File: src/rtl/fifo_pkg.sv
`default_nettype none
// ============================================================================
// Module      : fifo_pkg
// Description : Shared definitions for the asynchronous FIFO pointer handlers.
//               Provides the default pointer width, the FIFO depth derivation
//               and the binary/Gray conversion helpers. The helpers operate on
//               a fixed maximum-width word; narrower pointers are zero-extended
//               on the way in and truncated on the way out. Leading zeros do
//               not change either conversion.
// Revision    : 1.0 - initial release
// ============================================================================
package fifo_pkg;

    // Default address width; pointers carry one extra wrap bit.
    localparam int unsigned PTR_WIDTH_DFLT = 3;

    // Widest pointer the conversion helpers accept.
    localparam int unsigned PTR_MAX_W = 16;

    typedef logic [PTR_MAX_W:0] ptr_max_t;

    // FIFO depth for a given address width.
    function automatic int unsigned fifo_depth(input int unsigned ptr_width);
        return 32'd1 << ptr_width;
    endfunction

    function automatic ptr_max_t bin2gray(input ptr_max_t bin);
        return (bin >> 1) ^ bin;
    endfunction

    function automatic ptr_max_t gray2bin(input ptr_max_t gray);
        ptr_max_t bin;
        bin = gray;
        for (int i = PTR_MAX_W - 1; i >= 0; i--) begin
            bin[i] = bin[i+1] ^ gray[i];
        end
        return bin;
    endfunction

endpackage : fifo_pkg
`default_nettype wire

File: src/rtl/gray2bin_conv.sv
`default_nettype none
// ============================================================================
// Module      : gray2bin_conv
// Description : Combinational Gray-to-binary converter. Each binary bit is the
//               XOR of all Gray bits at or above its position, built as a
//               prefix chain running from the MSB down.
// Ports       : gray_i [W-1:0]  Gray-coded input word
//               bin_o  [W-1:0]  binary equivalent
// Revision    : 1.0 - initial release
// ============================================================================
module gray2bin_conv #(
    parameter int W = 4
) (
    input  logic [W-1:0] gray_i,
    output logic [W-1:0] bin_o
);

    // Running XOR of the Gray bits seen so far, from the MSB downward.
    logic acc;

    always_comb begin
        acc   = 1'b0;
        bin_o = '0;
        for (int i = W - 1; i >= 0; i--) begin
            acc      = acc ^ gray_i[i];
            bin_o[i] = acc;
        end
    end

endmodule : gray2bin_conv
`default_nettype wire

File: src/rtl/rptr_handler.sv
`default_nettype none
// ============================================================================
// Module      : rptr_handler
// Description : Read-side pointer and status manager of the asynchronous FIFO.
//               Lives entirely in the read clock domain. It keeps the binary
//               and Gray read pointers, accepts reads, and compares against
//               the write pointer once it has been synchronised into rclk.
//               All status outputs are registered.
// Ports       : rclk, rrst        read clock, synchronous active-high reset
//               r_en              read request
//               clr_err           clear the sticky error flags
//               g_wptr_sync       synchronised Gray write pointer
//               b_rptr, g_rptr    binary / Gray read pointer
//               rd_addr           memory read address
//               rd_fire           read accepted this cycle (combinational)
//               empty             FIFO empty
//               almost_empty      fill level at or below AE_THRESH
//               r_count           fill level, saturated to DEPTH
//               underflow         sticky: read attempted while empty
//               ptr_err           sticky: pointer distance exceeded DEPTH
// Revision    : 1.0 - initial release
// ============================================================================
module rptr_handler
    import fifo_pkg::*;
#(
    parameter int PTR_WIDTH = 3,
    parameter int AE_THRESH = 1
) (
    input  logic                 rclk,
    input  logic                 rrst,
    input  logic                 r_en,
    input  logic                 clr_err,
    input  logic [PTR_WIDTH:0]   g_wptr_sync,
    output logic [PTR_WIDTH:0]   b_rptr,
    output logic [PTR_WIDTH:0]   g_rptr,
    output logic [PTR_WIDTH-1:0] rd_addr,
    output logic                 rd_fire,
    output logic                 empty,
    output logic                 almost_empty,
    output logic [PTR_WIDTH:0]   r_count,
    output logic                 underflow,
    output logic                 ptr_err
);

    localparam int unsigned        DEPTH     = fifo_depth(PTR_WIDTH);
    localparam logic [PTR_WIDTH:0] DEPTH_V   = (PTR_WIDTH+1)'(DEPTH);
    localparam logic [PTR_WIDTH:0] AE_THR_V  = (PTR_WIDTH+1)'(AE_THRESH);

    logic [PTR_WIDTH:0] b_rptr_q, b_rptr_d;
    logic [PTR_WIDTH:0] g_rptr_q, g_rptr_d;
    logic [PTR_WIDTH:0] count_q,  count_d;
    logic               empty_q,  empty_d;
    logic               ae_q,     ae_d;
    logic               uf_q,     uf_d;
    logic               perr_q,   perr_d;

    logic [PTR_WIDTH:0] b_wptr_bin;
    logic [PTR_WIDTH:0] count_raw;

    gray2bin_conv #(
        .W (PTR_WIDTH + 1)
    ) u_wptr_g2b (
        .gray_i (g_wptr_sync),
        .bin_o  (b_wptr_bin)
    );

    assign rd_fire = r_en & ~empty_q;

    always_comb begin
        b_rptr_d  = b_rptr_q + {{PTR_WIDTH{1'b0}}, rd_fire};
        g_rptr_d  = (b_rptr_d >> 1) ^ b_rptr_d;

        // Modular difference; a value above DEPTH can only come from a
        // corrupted or out-of-step write pointer.
        count_raw = b_wptr_bin - b_rptr_d;
        count_d   = (count_raw > DEPTH_V) ? DEPTH_V : count_raw;

        // Full Gray compare, MSB included, so full and empty stay distinct.
        empty_d   = (g_rptr_d == g_wptr_sync);
        ae_d      = (count_d <= AE_THR_V);

        // Sticky flags: a set condition overrides a simultaneous clear.
        uf_d = uf_q;
        if (r_en && empty_q) begin
            uf_d = 1'b1;
        end else if (clr_err) begin
            uf_d = 1'b0;
        end

        perr_d = perr_q;
        if (count_raw > DEPTH_V) begin
            perr_d = 1'b1;
        end else if (clr_err) begin
            perr_d = 1'b0;
        end
    end

    always_ff @(posedge rclk) begin
        if (rrst) begin
            b_rptr_q <= '0;
            g_rptr_q <= '0;
            count_q  <= '0;
            empty_q  <= 1'b1;
            ae_q     <= 1'b1;
            uf_q     <= 1'b0;
            perr_q   <= 1'b0;
        end else begin
            b_rptr_q <= b_rptr_d;
            g_rptr_q <= g_rptr_d;
            count_q  <= count_d;
            empty_q  <= empty_d;
            ae_q     <= ae_d;
            uf_q     <= uf_d;
            perr_q   <= perr_d;
        end
    end

    assign b_rptr       = b_rptr_q;
    assign g_rptr       = g_rptr_q;
    assign rd_addr      = b_rptr_q[PTR_WIDTH-1:0];
    assign empty        = empty_q;
    assign almost_empty = ae_q;
    assign r_count      = count_q;
    assign underflow    = uf_q;
    assign ptr_err      = perr_q;

endmodule : rptr_handler
`default_nettype wire

File: config.mk
export PLATFORM = sky130hd
export DESIGN_NAME = rptr_handler
export DESIGN_NICKNAME = d
export VERILOG_FILES = /design/src/rtl/fifo_pkg.sv /design/src/rtl/gray2bin_conv.sv /design/src/rtl/rptr_handler.sv
export SDC_FILE = /design/constraint.sdc
export NUM_CORES = 1
export LEC_CHECK = 0
export CORE_MARGIN = 8
export CORE_UTILIZATION = 46
export DETAILED_ROUTE_END_ITERATION = 16
export PLACE_DENSITY_LB_ADDON = 0.3
export REMOVE_ABC_BUFFERS = 1
export SYNTH_ARGS = -nofsm -noshare
export SYNTH_HDL_FRONTEND = slang
export SYNTH_HIERARCHICAL = 1
export SYNTH_SLANG_ARGS = --single-unit
export TNS_END_PERCENT = 10
File: constraint.sdc
create_clock -name rclk -period 5.3 [get_ports rclk]
set_input_delay 1.325 -clock rclk [delete_from_list [all_inputs] [get_ports rclk]]
set_output_delay 1.325 -clock rclk [all_outputs]
set_load 0.02 [all_outputs]
---- Word-level counts from Yosys, hierarchy flattened ----
Index checks and enable logic that the tools add are counted.
operators by class
  mux-type cells .......................... 4
  bitwise logic cells ..................... 6
  add/subtract/negate cells ............... 2
  reductions and logical operators ........ 3
  equality and inequality tests ........... 1
  magnitude comparators ................... 2
operators by type and width
  kind                number
  $add 4x1->4         1
  $eq 4x4->1          1
  $gt 4x4->1 const B  1
  $le 4x1->1 const B  1
  $mux 4              1
  $reduce_bool 2->1   2
  $sub 4x4->4         1
  $xor 3x4->4         1
  $mux 1              3
  $xor 1x1->1         3
  $and 1x1->1         1
  $logic_and 1x1->1   1
  $not 1->1           1
storage, ports and cells
  bits in registers ....................... 16
  word-level logic and storage cells ...... 25

---- Logic depth before layout (Yosys ltp) ----
Gate-level depths: netlist (run 1).
  word-level depth ........................ 7
  depth in mapped cells ................... 10
  gate-level depth less buffers ........... 9

---- Hierarchy ----
The synthesis (run 1) kept the hierarchy.
modules (own cells, without submodules)
  module         times used  cells an instance  sequential area each (µm²)  area each (µm²)
  rptr_handler   1           71                 300.3                       730.7
  gray2bin_conv  1           6                  0.0                         57.6

---- Least setup slack after synthesis (run 1) ----
No wires, ideal clock.
  kind .................................... in2reg
  from .................................... in r_en
  to ...................................... reg ae_q (netlist: almost_empty)
  path slack .............................. 1715 ps
  data required time ...................... 5184 ps
  stages .................................. 9
  arrival time ............................ 3469 ps
  cells stage by stage .................... nor2b_1 ha_1 ha_1 inv_1 ha_1 nor2b_1 o21a_1 or3b_1 a31o_2
between the ends
  cells in the longest elaborated chain, start to end .. 6
ends and longest elaborated chain
  item                  RTL line             source
  start, declared       rptr_handler.sv:31   input logic r_en,
  $and 1x1->1 (*)       rptr_handler.sv:67   assign rd_fire = r_en & ~empty_q;
  $add 4x1->4 (*)       rptr_handler.sv:70   b_rptr_d = b_rptr_q + {{PTR_WIDTH{1'b0}}, rd_fire};
  net b_rptr_d[1]       rptr_handler.sv:49   logic [PTR_WIDTH:0] b_rptr_q, b_rptr_d;
  $sub 4x4->4 (*)       rptr_handler.sv:75   count_raw = b_wptr_bin - b_rptr_d;
  $gt 4x4->1            rptr_handler.sv:76   count_d = (count_raw > DEPTH_V) ? DEPTH_V : count_raw;
  $mux 4 (*)            rptr_handler.sv:76
  $le 4x1->1 (*)        rptr_handler.sv:80   ae_d = (count_d <= AE_THR_V);
  end signal, assigned  rptr_handler.sv:104  ae_q <= 1'b1;
  end signal, assigned  rptr_handler.sv:112  ae_q <= ae_d;
  end, declared         rptr_handler.sv:53   logic ae_q, ae_d;
The timed path passes the listed nets; every way through them passes the cells marked *.
A chain may end at the register's enable or synchronous reset.

---- Final worst setup path (run 1) ----
  from .................................... in r_en
  to ...................................... out rd_fire
between the ends
  cells in the longest elaborated chain, start to end .. 1
ends and longest elaborated chain
  item           RTL line            source
  $and 1x1->1    rptr_handler.sv:67
  end, declared  rptr_handler.sv:37  output logic rd_fire,
No other way between the ends.

==> results.txt, run 1 <==
Setup repair after global routing left no endpoint under its margin. Gates resized during post-CTS repair numbered 0. The number of standard cells in the layout, taps in and fillers out came out at 118. Counting every instance in the synthesized netlist gives 77. After synthesis the cells add up to 788.3 um2.

For this design the static power due to leakage is 0.4320 nW. The count of nets left with antenna violations once routing finished came out at 0. The longest clock path from root to sink contains 2 buffers. The startpoint type of the worst setup path was an input pin. After detailed routing, the total wire length is 1.605 mm. The share of the synthesized area in the top cell type works out to 0.3810. In the routed layout, each cell is associated on average with a via count of 5.000. The critical path goes through clkdlybuf4s50_1 -> nor2b_1 -> clkdlybuf4s50_1. The final critical-path required period was 3.924 ns; the count of flip-flops with a built-in enable after synthesis was 0.

The effective utilization at floorplan was 0.4719; the number of warnings reported in the yosys synthesis log was 6. For the count of vias placed by the detailed router, the log shows 590. Proportion of synthesized flip-flops having asynchronous set or reset: 0. The tools report the via count of the first global-routing pass as 550.

Setup violations remaining at the end of the flow were counted as 0. In this run the critical register-to-register path is launched from empty$_SDFF_PP1_. The initial DRC count came out at 7. Ranked by total cell area, the synthesized netlist is headed by sky130_fd_sc_hd__dfxtp_1 (38%), sky130_fd_sc_hd__xnor2_1 (12%), sky130_fd_sc_hd__ha_1 (7.9%). The number of H-tree levels came out at 1. The critical path in this run is classified as input pin to output pin. The chip height was 57.40 um. Hold violation total from the final report: 0. Buffer count from post-CTS setup fixing: 0. In this run the critical register-to-register path is captured at almost_empty$_SDFF_PP1_. The largest driver fanout on the critical path was 2; the data arrival at the endpoint of the critical path was 2.60 ns.

The total of flip-flops plus latches after synthesis came out at 15. In this run the tool buffered the top-level ports with 27 buffer cells. STA classifies the critical path endpoint as an output pin. The setup check on the worst reg-to-reg path leaves a slack of 2.84 ns. TritonCTS built the clock tree. Overall fraction of global-route tracks in use: 0.1053.

The logs give 254.8 MHz for the upper clock frequency limit and 0 for the initial antenna violation count. The final worst clock skew is 0.001589 ns. The DRC violations left is 0. The cell type with the largest total area after synthesis is sky130_fd_sc_hd__dfxtp_1. Entering global routing, the biggest net connects 16 pins. At the pin with the least slew margin, the transition time is 0.5147 ns. The most critical setup path has its endpoint at rd_fire. Placeable core region: 1670 um2. In this run, distinct cell masters in the synthesized netlist total 27.

Adding up every negative setup slack in the final design gives 0 ns. For the post-route cell area, the log shows 1057 um2. Among all stages on the critical path, the largest delay is contributed by sky130_fd_sc_hd__clkdlybuf4s50_1.

Detailed placement ended at an HPWL of 1.320 mm. The logs give 0 for the number of inserted diodes and 15 for the number of clock sinks. Across the VDD grid, the largest voltage drop is 0.0002107 V. The number of cells on the worst reg-to-reg path is 9. Dividing the detail-routed wire length by the instance count gives 13.60 um. Total power for the finished layout comes to 0.2875 mW.

Clock tree synthesis inserted a total of 3 buffers. The number of top-level design ports is 28, and the number of max-capacitance violations reported is 0. Data on the critical path is required at its endpoint by 3.97 ns.

The headroom to the max-slew limit came out at 0.6558. The share of the cycle needed by the critical path after routing came out at 0.7404. For the fraction of the yosys area taken by sequential cells, the log shows 0.3810.

The flow ran to the end, and the final reports show no timing, DRC or antenna violations. The number of buffers and inverters on the critical path was 2. Number of buffers added to fix hold violations after cts: 0. Power spread over the standard cell area amounts to 271.9 nW/um2. At the end of routability-driven placement, the weighted congestion stood at 0.7589. By instance count, the leading cell after synthesis is sky130_fd_sc_hd__dfxtp_1.

The beginning of the critical path is r_en. The floorplan step defined a die boundary enclosing 3294 um2. Row generation in the floorplan step produced 15 rows.

The fraction of layout cells with a size suffix above 1 was 0.06931. In the synthesized netlist, the cells that appear most often are sky130_fd_sc_hd__dfxtp_1 (15), sky130_fd_sc_hd__xnor2_1 (11), sky130_fd_sc_hd__nor2_1 (7). The die is 57.40 um wide.

The pre-antenna-repair detailed-routing pass consisted of 2 iterations. The growth of design area from synthesis to finish came out at 34.13%. The library cell used as clock root buffer is sky130_fd_sc_hd__clkbuf_4. For this run, the slowest stage of the critical path takes 0.63 ns. Clock latency on the worst-skew pair: 0.28 ns.

In this run, placement finished with an instance count of 114. Category of cells accounting for the largest share of critical-path delay: buffers and inverters. In the synthesized netlist the dominant register cell turns out to be sky130_fd_sc_hd__dfxtp_1. The max-slew violation total from the final report is 0, and the mean instance size in the synthesized netlist is 10.24 um2.

The leftover overflow at the end of global routing came out at 0. The most common cell type on the critical path is sky130_fd_sc_hd__clkdlybuf4s50_1. In this run the cell area measured after placement is 1031 um2. The critical path crosses 3 cells after its start point. Clock-pin slew was measured on the worst setup and hold paths at 0.09 ns.

The path class of the tightest hold or removal check is flip-flop to flip-flop. After the last flow step, the layout net total stands at 116. The first global-routing pass estimated 2.566 mm of wire.
-- stage by stage --
| step | setup WS, ns | util | hold WS (ns) |
|---|---|---|---|
| after CTS | 1.362 | 0.6330 | 0.5063 |
| final | 1.376 | 0.6330 | 0.5012 |
| after global placement | 1.370 | 0.6172 | 0.4829 |
| after floorplan | 1.715 | - | 0.5672 |
| after detailed placement | 1.350 | 0.6172 | 0.4844 |
| after global routing | 1.291 | 0.6330 | 0.5393 |
-- how the worst min path moves through the flow --
stage	from	to	slack [ns]	depth (start not counted)
2_1_floorplan	ptr_err$_SDFFE_PP0P_	ptr_err$_SDFFE_PP0P_	0.57	2
3_3_place_gp	underflow$_SDFFE_PP0P_	underflow$_SDFFE_PP0P_	0.48	2
3_5_place_dp	underflow$_SDFFE_PP0P_	underflow$_SDFFE_PP0P_	0.48	2
4_1_cts	ptr_err$_SDFFE_PP0P_	ptr_err$_SDFFE_PP0P_	0.51	2
5_1_grt	ptr_err$_SDFFE_PP0P_	ptr_err$_SDFFE_PP0P_	0.54	2
6_report	underflow$_SDFFE_PP0P_	underflow$_SDFFE_PP0P_	0.50	2
-- layout by cell type, fill, tap and decap left out --
cell / count
sky130_fd_sc_hd__a211oi_1: 3
sky130_fd_sc_hd__a21boi_0: 1
sky130_fd_sc_hd__a21oi_1: 1
sky130_fd_sc_hd__a22oi_1: 1
sky130_fd_sc_hd__a31o_2: 2
sky130_fd_sc_hd__a31oi_1: 1
sky130_fd_sc_hd__and2_1: 1
sky130_fd_sc_hd__and3_1: 1
sky130_fd_sc_hd__clkbuf_1: 1
sky130_fd_sc_hd__clkbuf_4: 3
sky130_fd_sc_hd__clkdlybuf4s50_1: 27
sky130_fd_sc_hd__dfxtp_1: 15
sky130_fd_sc_hd__fa_1: 1
sky130_fd_sc_hd__ha_1: 5
sky130_fd_sc_hd__inv_1: 5
sky130_fd_sc_hd__nand2_1: 1
sky130_fd_sc_hd__nor2_1: 7
sky130_fd_sc_hd__nor2b_1: 3
sky130_fd_sc_hd__o21a_1: 1
sky130_fd_sc_hd__o21ai_0: 1
sky130_fd_sc_hd__o21bai_1: 1
sky130_fd_sc_hd__o41ai_1: 1
sky130_fd_sc_hd__or3_4: 1
sky130_fd_sc_hd__or3b_1: 1
sky130_fd_sc_hd__xnor2_1: 11
sky130_fd_sc_hd__xnor3_1: 1
sky130_fd_sc_hd__xor2_1: 3
sky130_fd_sc_hd__xor2_2: 1
-- sequential cells by signal, summed over array words and instances (netlist names) --
signal        count
empty             1
underflow         1
ptr_err           1
almost_empty      1
g_rptr            3
b_rptr            4
r_count           4
-- metal layers --
metal	track usage	share of wire
met1	0.1091	0.42
met2	0.1656	0.48
met4	0.09643	0.035
met5	0	0
met3	0.03363	0.059
-- worst reg2reg max path, delay by kind of cell, from the launching register on --
family | cells | cell delay, ns
flip-flops | 1 | 0.36
AO/OA/AOI/OAI | 2 | 0.44
AND/OR/NAND/NOR | 3 | 0.58
buffers and inverters | 1 | 0.11
adder cells (fa/ha/maj) | 3 | 0.87
-- where the power goes --
group          total (mW)  switching [mW]  internal [mW]  leakage, nW
clock              0.0650          0.0358         0.0292       0.0150
sequential          0.126         0.00343          0.122        0.123
combinational      0.0967          0.0485         0.0481        0.294
total               0.287          0.0877          0.200        0.432
-- cells by family (layout without fill, tap and decap cells) --
kind of cell | Yosys count | count (layout) | synth area share
xor gates and xnor gates | 16 | 16 | 0.2048
buffers and inverters | 12 | 36 | 0.08571
AOI/OAI and AO/OA | 13 | 13 | 0.1206
DFF | 15 | 15 | 0.3810
and+or+nand+nor | 15 | 15 | 0.1032
adders and majority gates | 6 | 6 | 0.1048
-- cell type report --
type	count	area (um2)
Clock buffer	4	26.28
Timing Repair Buffer	27	270.3
Fill cell	146	613.1
Inverter	5	18.77
Sequential cell	15	300.3
Tap cell	17	21.27
Multi-Input combinational cell	50	420.4
Power figures use the tool's default switching activity.
==> run 2: changes to the inputs <==
CORE_ASPECT_RATIO = 1.5   (was unset)
CORE_UTILIZATION = 39   (was 46)
clock period = 3.2 ns   (was 5.3 ns; I/O delays follow)
==> results.txt, run 2 (synthesis results as in run 1) <==
Class of the most critical setup path: input pin to flip-flop (was input pin to output pin). The global-route wire length before repair was 2.656 mm (was 2.566 mm). The number of buffers added to fix hold violations after cts was 0 (unchanged); the effective utilization at floorplan was 0.3987 (was 0.4719).

Element type at the critical path end: a flip-flop (was an output pin). The max-slew violation total from the final report is 0 (unchanged), and the least setup slack across all paths after layout is 0.2120 ns (was 1.376 ns). The number of nets with antenna violations after routing is 0 (unchanged). The logs give 0.001801 ns (was 0.001589 ns) for the final worst clock skew and 0.86 ns (was 2.84 ns) for the register-to-register path setup slack.

The detailed placer's ending HPWL came out at 1.409 mm (was 1.320 mm). The chip height came out at 71.06 um (was 57.40 um). Setup repair after global routing left no endpoint under its margin. The flow ran to the end, and the final reports show no timing, DRC or antenna violations.

Leftover overflow at the end of global routing: 0 (unchanged). The leakage power total came out at 0.4860 nW (was 0.4320 nW). The total power of the final layout came out at 0.4910 mW (was 0.2875 mW). The run gives 0.0002732 V (was 0.0002107 V) as the worst supply voltage drop on vdd. The final critical-path required period came out at 2.988 ns. The clock latency on the worst-skew pair was 0.28 ns (about the same). The path category of the worst min-delay check is flip-flop to flip-flop (unchanged). The reg-to-reg startpoint was empty$_SDFF_PP1_ (unchanged).

The number of top-level design ports came out at 28 (unchanged). The leading cell type in the layout, fill and taps excluded is sky130_fd_sc_hd__clkdlybuf4s50_1 (unchanged). The area of the die was 3745 um2 (was 3294 um2). Slowest cell on the critical path: sky130_fd_sc_hd__clkdlybuf4s50_1 (unchanged). The tools report the initial antenna violation count as 0 (unchanged). Cell-by-cell listing of the critical path: clkdlybuf4s50_1 -> nor2b_1 -> ha_1 -> ha_1 -> inv_1 -> ha_1 -> nor2b_1 -> o21a_1 -> or3b_1 -> a31o_2 (was clkdlybuf4s50_1 -> nor2b_1 -> clkdlybuf4s50_1). The number of cells on the worst reg-to-reg path is 9 (unchanged). The logs give 0 (unchanged) for the hold violation total from the final report and 201 (was 146) for the fill cell instance count of the final layout. Endpoint with the worst hold slack: ptr_err$_SDFFE_PP0P_ (was underflow$_SDFFE_PP0P_). The clock input transition at the sequential cells of the worst setup and hold paths is 0.08 ns (was 0.09 ns), and the number of buffers added by the clock tree synthesis step is 3 (unchanged). For the data arrival at the endpoint of the critical path, the log shows 3.17 ns (was 2.60 ns).

Longest individual stage delay on the worst path: 0.42 ns (was 0.63 ns). The number of cells on the worst hold path was 2 (unchanged); the initial DRC count was 9 (was 7). The capturing point of the worst reg2reg path was almost_empty$_SDFF_PP1_ (unchanged). Pre-CTS setup slack: -0.08489 ns (was 1.350 ns).

Category of cells accounting for the largest share of critical-path delay: adder cells (was buffers and inverters). Via count of the first global-routing pass: 652 (was 550). The startpoint type of the worst setup path is an input pin (unchanged).

The logs give 2 (unchanged) for the buffer depth of the longest clock path and 0 (unchanged) for the number of inserted diodes. The number of clock sinks was 15 (unchanged); the growth of design area from synthesis to finish was 45.40% (was 34.13%). The power density of the placed cells works out to 428.4 nW/um2 (was 271.9 nW/um2). The most common cell type on the critical path is sky130_fd_sc_hd__ha_1 (was sky130_fd_sc_hd__clkdlybuf4s50_1).

The routed wirelength normalized by instance count was 12.60 um (was 13.60 um). The run gives 0.8087 (was 0.7589) as the final RePlAce weighted congestion. The die boundary width came out at 52.71 um (was 57.40 um). The number of buffers and inverters on the critical path is 2 (unchanged). TritonCTS built the clock tree.

The DRC violations left was 0 (unchanged). The final wirelength came out at 1.688 mm (was 1.605 mm). The number of input and output port buffers inserted is 27 (unchanged), and the required time of the critical path is 3.38 ns (was 3.97 ns). For the largest net degree at the start of global routing, the log shows 16 (unchanged). The fraction of layout cells with a size suffix above 1 was 0.1607 (was 0.06931). The average via count per standard cell is 4.731 (was 5.000). Hold slack: 0.5058 ns (was 0.5012 ns).

The number of max-capacitance violations reported is 0 (unchanged), and the overall fraction of global-route tracks in use is 0.09386 (was 0.1053). The number of rows created at floorplan came out at 20 (was 15). The worst hold path startpoint was ptr_err$_SDFFE_PP0P_ (was underflow$_SDFFE_PP0P_).

The run gives 1977 um2 (was 1670 um2) as the placeable core region. The share of the cycle needed by the critical path after routing works out to 0.9338. Highest-count cells in the layout ignoring fill and taps: sky130_fd_sc_hd__clkdlybuf4s50_1 (27), sky130_fd_sc_hd__dfxtp_1 (15), sky130_fd_sc_hd__xnor2_1 (11), sky130_fd_sc_hd__buf_4 (11), sky130_fd_sc_hd__nor2_1 (7) (was sky130_fd_sc_hd__clkdlybuf4s50_1 (27), sky130_fd_sc_hd__dfxtp_1 (15), sky130_fd_sc_hd__xnor2_1 (11), sky130_fd_sc_hd__nor2_1 (7)).

The upper clock frequency limit was 334.7 MHz; the first-pass iteration count of the detailed router was 4 (was 2). The largest driver fanout on the critical path is 4 (was 2), and the total number of nets in the final design is 127 (was 116). The slew of the pin with the lowest slew margin came out at 0.5669 ns (was 0.5147 ns).

The number of H-tree levels was 1 (unchanged). The run gives 0 (unchanged) as the final setup violation count. The number of gates resized after CTS was 0 (unchanged); the headroom to the max-slew limit was 0.6209 (was 0.6558).

The library cell used as clock root buffer was sky130_fd_sc_hd__clkbuf_4 (unchanged). The tools report the count of vias placed by the detailed router as 634 (was 590). The buffer count from post-CTS setup fixing was 0 (unchanged).
-- run 2: changes by cell type in the layout (fill, tap and decap cells not counted), sizes merged --
cell and change:
buf +11
-- run 2: final cells by class --
cell class	count	area, um2	share of cell area
Clock buffer	4	26.28	0.02293
Inverter	5	18.77	0.01638
Multi-Input combinational cell	50	420.4	0.3668
Sequential cell	15	300.3	0.2620
Tap cell	22	27.53	0.02402
Timing Repair Buffer	38	352.8	0.3079
-- run 2: metal layers --
metal | vias up | track usage | part of all wire
met5 | - | 0 | 0
met4 | 0 | 0.07803 | 0.036
met3 | 4 | 0.02306 | 0.068
met2 | 16 | 0.1748 | 0.56
met1 | 291 | 0.07421 | 0.34
li1 | 323 | - | -
-- run 2: worst max path at each step --
stage,start,to,cells past startpoint
2_1_floorplan,r_en,almost_empty$_SDFF_PP1_,9
3_3_place_gp,r_en,ptr_err$_SDFFE_PP0P_,10
3_5_place_dp,r_en,almost_empty$_SDFF_PP1_,10
4_1_cts,r_en,almost_empty$_SDFF_PP1_,10
5_1_grt,r_en,r_count[1]$_SDFF_PP0_,10
6_report,r_en,almost_empty$_SDFF_PP1_,10
-- run 2: tightest hold or removal path, cell delays in order, from the launching register on --
cell	delay [ns]
sky130_fd_sc_hd__dfxtp_1	0.32
sky130_fd_sc_hd__nand2_1	0.07
sky130_fd_sc_hd__a31oi_1	0.08
-- run 2: through the flow --
stage | util | instance area [um2] | setup TNS, ns | cells
after floorplan | - | 739.5 | 0 | 70
after global placement | 0.5665 | 1120 | -0.1387 | 130
after detailed placement | 0.5665 | 1120 | -0.3144 | 130
after CTS | 0.5797 | 1146 | 0 | 134
after global routing | 0.5797 | 1146 | 0 | 134
final | 0.5797 | 1146 | 0 | 134
-- run 2: where the power goes --
group	total, mW	switching [mW]	internal [mW]
Clock	0.106	0.0573	0.0485
Combinational	0.176	0.0830	0.0931
Sequential	0.209	0.00626	0.203
==> run 3: changes to the inputs <==
CAP_MARGIN = 5   (was unset)
GPL_TIMING_DRIVEN = 0   (was unset)
==> results.txt, run 3 (synthesis results as in run 1) <==
The logs give 3 (was 9) for the initial DRC count and 0.28 ns (about the same) for the clock latency on the worst-skew pair. For the count of vias placed by the detailed router, the log shows 595 (was 634). The tools report the number of inserted diodes as 0 (unchanged). The startpoint type of the worst setup path was an input pin (unchanged).

The max-slew violation total from the final report is 0 (unchanged), and the final critical-path required period is 3.077 ns (was 2.988 ns). Setup repair after global routing left no endpoint under its margin. The die boundary width is 52.71 um (unchanged). Worst hold path startpoint: ptr_err$_SDFFE_PP0P_ (unchanged).

The logs give 16 (unchanged) for the largest net degree at the start of global routing and 1977 um2 (unchanged) for the placeable core region. The logs give 3.39 ns (was 3.38 ns) for the required time of the critical path and 0.0004433 ns (was 0.001801 ns) for the final worst clock skew. The fraction of layout cells with a size suffix above 1 is 0.1089 (was 0.1607). The power density of the placed cells came out at 446.6 nW/um2 (was 428.4 nW/um2).

The internal power came out at 0.3322 mW (was 0.3443 mW). The initial antenna violation count was 0 (unchanged). The element type at the critical path end is a flip-flop (unchanged). Hold violation total from the final report: 0 (unchanged). The tools report the reg-to-reg startpoint as empty$_SDFF_PP1_ (unchanged). The area of the die was 3745 um2 (unchanged); the share of total power in the clock network was 0.226 (was 0.216). The number of clock sinks is 15 (unchanged), and the data arrival at the endpoint of the critical path is 3.26 ns (was 3.17 ns). Post-placement cell area: 1037 um2 (was 1120 um2). Slew of the pin with the lowest slew margin: 0.5427 ns (was 0.5669 ns). The tools report the number of H-tree levels as 1 (unchanged). Number of input and output port buffers inserted: 27 (unchanged).

The number of nets with antenna violations after routing is 0 (unchanged), and the number of top-level design ports is 28 (unchanged). The path category of the worst min-delay check was flip-flop to flip-flop (unchanged). The logs give 0.1682 (was 0.1748) for the fraction of met2 tracks used by global routing and 1.610 mm (was 1.688 mm) for the final wirelength. The logs give 0.3987 (unchanged) for the effective utilization at floorplan and 0.8562 (was 0.8087) for the final RePlAce weighted congestion.

The share of the cycle needed by the critical path after routing is 0.9616 (was 0.9338), and the net switching power figure is 0.1461 mW (was 0.1466 mW). The average via count per standard cell is 4.837 (was 4.731), and the fraction of met3 tracks used by global routing is 0.01048 (was 0.02306). The sequential share of power came out at 0.438 (was 0.426). The sequential cell area in the final layout is 300.3 um2 (unchanged). For the DRC violations left, the log shows 0 (unchanged).

The via count of the first global-routing pass was 621 (was 652). The total number of nets in the final design was 116 (was 127); the leftover overflow at the end of global routing was 0 (unchanged). The overall fraction of global-route tracks in use is 0.08932 (was 0.09386), and the largest driver fanout on the critical path is 4 (unchanged). The logs give 2.559 mm (was 2.656 mm) for the global-route wire length before repair and 20 (unchanged) for the number of rows created at floorplan.

For the first-pass iteration count of the detailed router, the log shows 4 (unchanged). The tools report the upper clock frequency limit as 325.0 MHz (was 334.7 MHz). The beginning of the critical path was r_en (unchanged). The clock input transition at the sequential cells of the worst setup and hold paths is 0.09 ns (was 0.08 ns).

The growth of design area from synthesis to finish came out at 35.87% (was 45.40%). Highest-count cells in the layout ignoring fill and taps: sky130_fd_sc_hd__clkdlybuf4s50_1 (27), sky130_fd_sc_hd__dfxtp_1 (15), sky130_fd_sc_hd__xnor2_1 (11), sky130_fd_sc_hd__nor2_1 (7), sky130_fd_sc_hd__inv_1 (4) (was sky130_fd_sc_hd__clkdlybuf4s50_1 (27), sky130_fd_sc_hd__dfxtp_1 (15), sky130_fd_sc_hd__xnor2_1 (11), sky130_fd_sc_hd__buf_4 (11), sky130_fd_sc_hd__nor2_1 (7)). The hold slack was 0.5172 ns (was 0.5058 ns).

The buffer depth of the longest clock path was 2 (unchanged). Routed wirelength normalized by instance count: 13.09 um (was 12.60 um). For the area of the multi-input gates, the log shows 427.9 um2 (was 420.4 um2).

The leading cell type in the layout, fill and taps excluded is sky130_fd_sc_hd__clkdlybuf4s50_1 (unchanged). The run gives 0 (unchanged) as the final setup violation count. The tools report the library cell used as clock root buffer as sky130_fd_sc_hd__clkbuf_4 (unchanged).

Class of the most critical setup path: input pin to flip-flop (unchanged). The tools report the number of buffers added to fix hold violations after cts as 0 (unchanged). The net switching fraction of the power came out at 0.3055 (was 0.2986).

The run gives 0.4783 mW (was 0.4910 mW) as the total power of the final layout. TritonCTS built the clock tree. The run gives 0.0001927 V (was 0.0002732 V) as the worst supply voltage drop on vdd. Headroom to the max-slew limit: 0.6370 (was 0.6209). The chip height is 71.06 um (unchanged), and the detailed placer's ending HPWL is 1.297 mm (was 1.409 mm).

The most used routing layer in global routing is met2 (unchanged). The leakage power total came out at 0.4277 nW (was 0.4860 nW). The portion of total power attributed to combinational logic came out at 0.336 (was 0.359).

The tools report the number of max-capacitance violations reported as 0 (unchanged). The run finished with clean final reports. The run gives 0.07403 (was 0.07421) as the met1 usage. Number of buffers added by the clock tree synthesis step: 3 (unchanged).

The fill cell instance count of the final layout was 189 (was 201); the post-route cell area was 1071 um2 (was 1146 um2).
## run 3: metal layers
metal	wire [um]	up-vias
li1	-	299
met1	570	274
met2	895	18
met3	91	4
met4	53	0
met5	0	-
## run 3: power groups by stage
stage | Clock [mW] | Sequential [mW] | Combinational, mW
finish | 0.108 | 0.209 | 0.161
global route | 0.119 | 0.211 | 0.174
CTS | 0.112 | 0.209 | 0.162
detailed placement | 0 | 0.214 | 0.161
global placement | 0 | 0.213 | 0.159
floorplan | 0 | 0.236 | 0.0722
## run 3: critical path, cell delays in order
cell                              delay, ns
sky130_fd_sc_hd__clkdlybuf4s50_1       0.42
sky130_fd_sc_hd__nor2b_2               0.17
sky130_fd_sc_hd__ha_2                  0.18
sky130_fd_sc_hd__ha_2                  0.37
sky130_fd_sc_hd__inv_2                 0.07
sky130_fd_sc_hd__ha_1                  0.26
sky130_fd_sc_hd__nor2b_1               0.13
sky130_fd_sc_hd__o21a_1                0.20
sky130_fd_sc_hd__or3_4                 0.39
sky130_fd_sc_hd__a211oi_1              0.27
## run 3: metrics by stage
stage / util / TNS [ns] / setup WS, ns / std cells
after floorplan: - / 0 / 0.1404 / 70
after global placement: 0.5247 / -1.048 / -0.2190 / 119
after detailed placement: 0.5247 / -1.218 / -0.2775 / 119
after CTS: 0.5380 / 0 / 0.002312 / 123
after global routing: 0.5418 / 0 / 0.02633 / 123
final: 0.5418 / 0 / 0.1227 / 123
## run 3: worst paths after layout
kind / cells after the start / endpoint / slack (ns)
setup reg to reg: 9 / r_count[2]$_SDFF_PP0_ / 0.79
setup / recovery: 10 / r_count[2]$_SDFF_PP0_ / 0.12
hold reg to reg: 2 / ptr_err$_SDFFE_PP0P_ / 0.52
hold / removal: 2 / ptr_err$_SDFFE_PP0P_ / 0.52
## run 3: final cells by class
cell class,instances,share of cell area
clock buffers,4,0.02453
inverters,5,0.01752
multi-input cells,50,0.3995
flip-flops and latches,15,0.2804
well taps,22,0.02570
repair buffers,27,0.2523
## run 3: what timing repair did
action,4_1_cts,5_1_grt
endpoints found under the setup margin,0,5
gates resized for setup,0,4
setup buffers,0,0
